**config.mk**
```make
export PLATFORM = sky130hd
export DESIGN_NAME = stp_frame_loader
export DESIGN_NICKNAME = d
export VERILOG_FILES = /design/src/rtl/stp_pkg.sv /design/src/rtl/stp_word_shifter.sv /design/src/rtl/stp_frame_loader.sv
export SDC_FILE = /design/constraint.sdc
export NUM_CORES = 2
export LEC_CHECK = 0
export ABC_AREA = 1
export BUFFER_PORTS_ARGS = -buffer_cell sky130_fd_sc_hd__buf_2
export CAP_MARGIN = 15
export CORE_AREA = 2 2 373 375
export CTS_BUF_LIST = sky130_fd_sc_hd__clkbuf_4
export DETAILED_ROUTE_END_ITERATION = 6
export DIE_AREA = 0 0 375 377
export PLACE_DENSITY = 0.6
export SYNTH_ARGS = -nofsm -noshare
export SYNTH_HDL_FRONTEND = slang
export SYNTH_SLANG_ARGS = --single-unit
```
**constraint.sdc**
```tcl
create_clock -name clk -period 2.65 [get_ports clk]
set_input_delay 0.53 -clock clk [delete_from_list [all_inputs] [get_ports clk]]
set_output_delay 0.53 -clock clk [all_outputs]
set_load 0.03 [all_outputs]
```
**src/rtl/stp_pkg.sv**
```systemverilog
// Shared constants and helpers for the serial-to-parallel frame loader.
package stp_pkg;

    // Default build: 48 channels of 16-bit samples.
    localparam int DEF_SAMPLE_W = 16;
    localparam int DEF_NUM_CH   = 48;

    // Counter width able to index 0..n-1; never narrower than one bit so
    // that single-channel builds still get a legal vector.
    function automatic int cnt_w(input int n);
        return (n < 2) ? 1 : $clog2(n);
    endfunction

    localparam int DEF_BIT_CNT_W = cnt_w(DEF_SAMPLE_W);
    localparam int DEF_CH_IDX_W  = cnt_w(DEF_NUM_CH);

    // LSB position of channel k inside the flattened frame bus.
    function automatic int slice_base(input int k, input int w);
        return k * w;
    endfunction

endpackage

```
**src/rtl/stp_word_shifter.sv**
```systemverilog
// Assembles one SAMPLE_W-bit word from the serial stream and flags the bit
// that completes it. A clear (frame realign) restarts the word in place.
module stp_word_shifter
    import stp_pkg::*;
#(
    parameter int SAMPLE_W  = DEF_SAMPLE_W,
    parameter bit MSB_FIRST = 1'b1
) (
    input  logic                clk,
    input  logic                rst,
    input  logic                bit_valid,
    input  logic                serial_in,
    input  logic                clear,
    output logic                word_done,
    output logic [SAMPLE_W-1:0] word,
    output logic                bits_active_d
);

    localparam int                   BIT_CNT_W = cnt_w(SAMPLE_W);
    localparam logic [BIT_CNT_W-1:0] LAST_BIT  = BIT_CNT_W'(SAMPLE_W - 1);

    logic [BIT_CNT_W-1:0] bit_cnt_q, bit_cnt_d;
    logic [SAMPLE_W-1:0]  shift_q, shift_d, shift_base;

    // Next shift word / bit count; a clear zeroes the partial word first so a
    // same-cycle bit becomes bit 0 of a fresh word.
    always_comb begin
        shift_base = clear ? '0 : shift_q;
        bit_cnt_d  = clear ? '0 : bit_cnt_q;
        shift_d    = shift_base;
        word_done  = 1'b0;
        if (bit_valid) begin
            if (MSB_FIRST) begin
                shift_d = {shift_base[SAMPLE_W-2:0], serial_in};
            end else begin
                shift_d = {serial_in, shift_base[SAMPLE_W-1:1]};
            end
            if (!clear && (bit_cnt_q == LAST_BIT)) begin
                word_done = 1'b1;
                bit_cnt_d = '0;
            end else begin
                bit_cnt_d = bit_cnt_d + BIT_CNT_W'(1);
            end
        end
    end

    // The completed word includes the bit arriving this cycle.
    assign word          = shift_d;
    assign bits_active_d = (bit_cnt_d != '0);

    // Shift word and bit counter registers.
    always_ff @(posedge clk) begin
        if (rst) begin
            shift_q   <= '0;
            bit_cnt_q <= '0;
        end else begin
            shift_q   <= shift_d;
            bit_cnt_q <= bit_cnt_d;
        end
    end

endmodule

```
**src/rtl/stp_frame_loader.sv**
```systemverilog
// Serial-to-parallel frame loader: fills NUM_CH channel words in order into a
// working buffer, then hands whole frames to a valid/ready holding register.
// While the holding register waits on the consumer, the next frame keeps
// shifting into the working buffer; a frame that finds it still occupied is
// dropped and reported on overrun.
module stp_frame_loader
    import stp_pkg::*;
#(
    parameter int SAMPLE_W  = DEF_SAMPLE_W,
    parameter int NUM_CH    = DEF_NUM_CH,
    parameter bit MSB_FIRST = 1'b1
) (
    input  logic                       clk,
    input  logic                       rst,
    input  logic                       bit_valid,
    input  logic                       serial_in,
    input  logic                       frame_start,
    output logic [NUM_CH*SAMPLE_W-1:0] frame_data,
    output logic                       frame_valid,
    input  logic                       frame_ready,
    output logic                       overrun,
    output logic                       busy
);

    localparam int                  CH_IDX_W = cnt_w(NUM_CH);
    localparam logic [CH_IDX_W-1:0] LAST_CH  = CH_IDX_W'(NUM_CH - 1);

    typedef logic [NUM_CH-1:0][SAMPLE_W-1:0] frame_t;

    logic                word_done;
    logic [SAMPLE_W-1:0] word;
    logic                bits_active_d;

    logic [CH_IDX_W-1:0] ch_idx_q, ch_idx_d;
    frame_t              work_q, work_d;
    frame_t              hold_q, hold_d;
    logic                frame_valid_q, frame_valid_d;
    logic                overrun_q, overrun_d;
    logic                busy_q, busy_d;
    logic                frame_done;

    stp_word_shifter #(
        .SAMPLE_W  (SAMPLE_W),
        .MSB_FIRST (MSB_FIRST)
    ) u_shifter (
        .clk           (clk),
        .rst           (rst),
        .bit_valid     (bit_valid),
        .serial_in     (serial_in),
        .clear         (frame_start),
        .word_done     (word_done),
        .word          (word),
        .bits_active_d (bits_active_d)
    );

    // Channel sequencing and working-buffer fill. word_done is already
    // suppressed on a realign, so frame_start can never complete a frame.
    always_comb begin
        ch_idx_d   = frame_start ? '0 : ch_idx_q;
        work_d     = work_q;
        frame_done = 1'b0;
        if (word_done) begin
            work_d[ch_idx_q] = word;
            if (ch_idx_q == LAST_CH) begin
                ch_idx_d   = '0;
                frame_done = 1'b1;
            end else begin
                ch_idx_d = ch_idx_q + CH_IDX_W'(1);
            end
        end
        busy_d = bits_active_d || (ch_idx_d != '0);
    end

    // Holding register: accept a finished frame if the slot is empty or is
    // being drained this cycle, otherwise drop it and flag overrun.
    always_comb begin
        hold_d        = hold_q;
        frame_valid_d = frame_valid_q;
        overrun_d     = 1'b0;
        if (frame_done) begin
            if (!frame_valid_q || frame_ready) begin
                hold_d        = work_d;
                frame_valid_d = 1'b1;
            end else begin
                overrun_d = 1'b1;
            end
        end else if (frame_valid_q && frame_ready) begin
            frame_valid_d = 1'b0;
        end
    end

    // State registers for sequencing, buffers and status outputs.
    always_ff @(posedge clk) begin
        if (rst) begin
            ch_idx_q      <= '0;
            work_q        <= '0;
            hold_q        <= '0;
            frame_valid_q <= 1'b0;
            overrun_q     <= 1'b0;
            busy_q        <= 1'b0;
        end else begin
            ch_idx_q      <= ch_idx_d;
            work_q        <= work_d;
            hold_q        <= hold_d;
            frame_valid_q <= frame_valid_d;
            overrun_q     <= overrun_d;
            busy_q        <= busy_d;
        end
    end

    for (genvar k = 0; k < NUM_CH; k++) begin : g_slice
        assign frame_data[slice_base(k, SAMPLE_W) +: SAMPLE_W] = hold_q[k];
    end

    assign frame_valid = frame_valid_q;
    assign overrun     = overrun_q;
    assign busy        = busy_q;

endmodule

```
==> summary.txt <==
Run status
  – Outcome: finished clean

Logic synthesis
  – Cells after Synth: 6862
  – Yosys cell types: 22
  – Synthesized Nets: 6870
  – Syn Std Cell Area: 54700 um^2
  – Yosys warnings: 0
  – Cell taking the most area after synthesis: dfxtp_1
  – Synth Area per Inst: 7.97 um^2
  – Share of Yosys cell area claimed by the top area cell type: 57.3%
  – Register bit count reported by yosys: 1565
  – Sequential-to-total area share from yosys stat: 57.3%
  – Ranking of synthesized cells by area: dfxtp_1 57%, o21ai_0 9.7%, a21oi_1 8.0%, nor2_1 6.3%, nand2_1 5.2%

Floorplanning
  – # IOs: 777
  – Die H: 377 um
  – Die Footprint: 141000 um^2
  – Row cnt: 136
  – Initial Utilization: 39.9%
  – Die W: 375 um
  – Core area: 137000 um^2

Timing
  – Hold Vio Cnt, Final: 0
  – Fin crit period: 2.50 ns
  – Worst-Margin Slew: 1.01 ns
  – Worst hold margin: 0.227 ns
  – # setup viols final: 0
  – Slack of the critical path: 0.148 ns
  – Peak Freq: 400 MHz
  – Slew HR: 32.2%
  – Fin Clk Skew: 0.164 ns
  – Final Cycle Share: 94.4%
  – Pins Over Slew Limit: 0

Worst setup path
  – Kind of critical path: flip-flop to output port
  – Worst Setup SP: frame_data[212]$_SDFFE_PP0P_
  – Startpoint Class: flip-flop
  – Crit path max-delay family: flip-flops
  – CP endpoint kind: output port
  – CP required: 2.12 ns
  – Cells along the critical path: buf_4
  – Worst R2R Start: ch_idx_q[2]$_SDFF_PP0_
  – Worst reg2reg setup slack: 0.19 ns
  – CP max FO: 2
  – WP buf/inv: 1
  – Arrival time worst endpoint: 1.97 ns
  – Max incr delay on CP: 0.42 ns
  – Critical-path top delay cell: dfxtp_1

Layout
  – Final #Nets: 7685
  – Most common cell after layout, fill and taps aside: dfxtp_1
  – Area growth syn-to-layout: 20.7%
  – Final core occ: 48.2%
  – Finished Layout Cells: 9745
  – Layout cell share with drive strength beyond 1: 20.6%
  – Most frequent cells in the layout: 1544 x dfxtp_1, 1061 x o21ai_0, 921 x nor2_1

Placed design
  – GPL Wtd Cong: 0.810
  – DP Cell Count: 9047
  – Placement Setup Slack: 0.0260 ns
  – Hpwl dp: 114000 um
  – PortBufs: 776

Clock tree
  – CTS Buf Count: 415
  – Postcts setup bufs: 0
  – Worst skew pair latency: 1.38 ns
  – TritonCTS clock tree: built
  – H-tree depth: 5
  – Root Driver: clkbuf_4
  – Clk slew on worst S/H paths: 0.06 ns
  – Clk sinks: 1565
  – Worst-case clock buffer depth: 4

Drt
  – Vias per cell: 4.94
  – Routed WL: 180000 um
  – DRT iter0 DRCs: 4012
  – DR vias: 48157
  – DR DRC count: 0
  – DR pass1 iterations: 6
  – Antenna Violating Nets Remaining: 0
  – Per-cell routed wire length: 18.5 um

Pwr
  – PwrDens: 674 nW/um^2
  – Maximum VDD drop: 0.365 mV
  – Lkg Pwr: 31.4 nW

Global route
  – Largest net degree at the start of global routing: 169
  – Vias in the first global route: 43642
  – Antenna violations before repair: 8
  – Grt ovf: 0
  – GRT Total Usage: 24.5%
  – First-pass GRT wire length: 265000 um

Min path
  – Worst min-delay path startpoint: frame_start
  – Worst hold path class: input port to flip-flop

Flow run
  – Max-cap violations: 0
## cells by family (layout without fill, tap and decap cells)
logic type	count (synthesis)	in the layout	share of synthesized area (%)
and+or+nand+nor	1744	1744	12.1
AOI/OAI and AO/OA	2319	2319	21.2
xor gates and xnor gates	1	1	0.0160
other	0	13	0
DFF	1565	1565	57.3
adders and majority gates	2	2	0.0458
buffers and inverters	1231	2307	9.24
## metrics by stage
stage          setup TNS (ns)  area (um^2)  power [mW]
2_1_floorplan               0        54700        24.4
3_3_place_gp                0        60600        24.7
3_5_place_dp                0        60600        24.7
4_1_cts                     0        65900        45.0
5_1_grt                 -1.70        66000        46.3
6_report                    0        66000        44.4
## worst register-to-register path: cells and delay by family, from the launching register on
family / cells / cell delay (ns)
simple gates: 3 / 1.10
buf+inv: 3 / 0.59
flops: 1 / 0.42
compound gates: 2 / 0.20
## cells in the mapped netlist
cell type	instances
nor2_1	922
inv_2	2
xor2_1	1
a21oi_1	877
buf_1	2
nor2_4	2
nand2_2	1
o21ai_0	1061
nand4_1	3
o21ai_1	381
inv_1	669
dfxtp_1	1565
clkinv_1	4
buf_2	141
ha_1	2
nor2_2	1
nand3_1	48
clkbuf_1	378
buf_4	2
nor3_1	6
buf_6	33
nand2_1	761
## path summary, 6_finish.rpt
path | to | cells after the start
max | frame_data[212] | 1
min | ch_idx_q[2]$_SDFF_PP0_ | 5
max reg2reg | frame_data[459]$_SDFFE_PP0P_ | 8
min reg2reg | frame_data[715]$_SDFFE_PP0P_ | 2
## state kept, by name, indices dropped and copies added, names as in the netlist
register and cells:
overrun 1, u_shifter.shift_q 16, frame_valid 1, frame_data 768, work_q 768, ch_idx_q 6
u_shifter.bit_cnt_q 4, busy 1
## per-layer routing
layer  global-route usage [%]  up-vias  routed length [um]
met4                     9.76        0                5810
met2                     38.6     1704               81800
li1                         -    23995                   -
met3                     5.53      283               12400
met1                     32.5    22175               80200
met5                        0        -                   0
## where the power goes
part / internal (mW) / switching [mW] / leakage, nW
logic: 0.117 / 0.499 / 15.8
registers: 23.5 / 0.00374 / 12.6
clock network: 10.7 / 9.56 / 2.99
## final cells by class
class | count | area (um^2)
inverters | 675 | 2540
clock inverters | 65 | 353
well taps | 1794 | 2240
flip-flops and latches | 1565 | 31400
repair buffers | 954 | 6450
clock buffers | 613 | 4600
multi-input cells | 4066 | 18400
fillers | 13465 | 71000
diodes | 13 | 32.5
## what timing repair did
item / 4_1_cts / 5_1_grt
setup endpoints to repair: 84 / 8
endpoints found under the hold margin: 968 / 0
hold buffers: 7 / 0
gates resized for setup: 101 / 11
No activity file was read; power rests on OpenSTA's default activity.
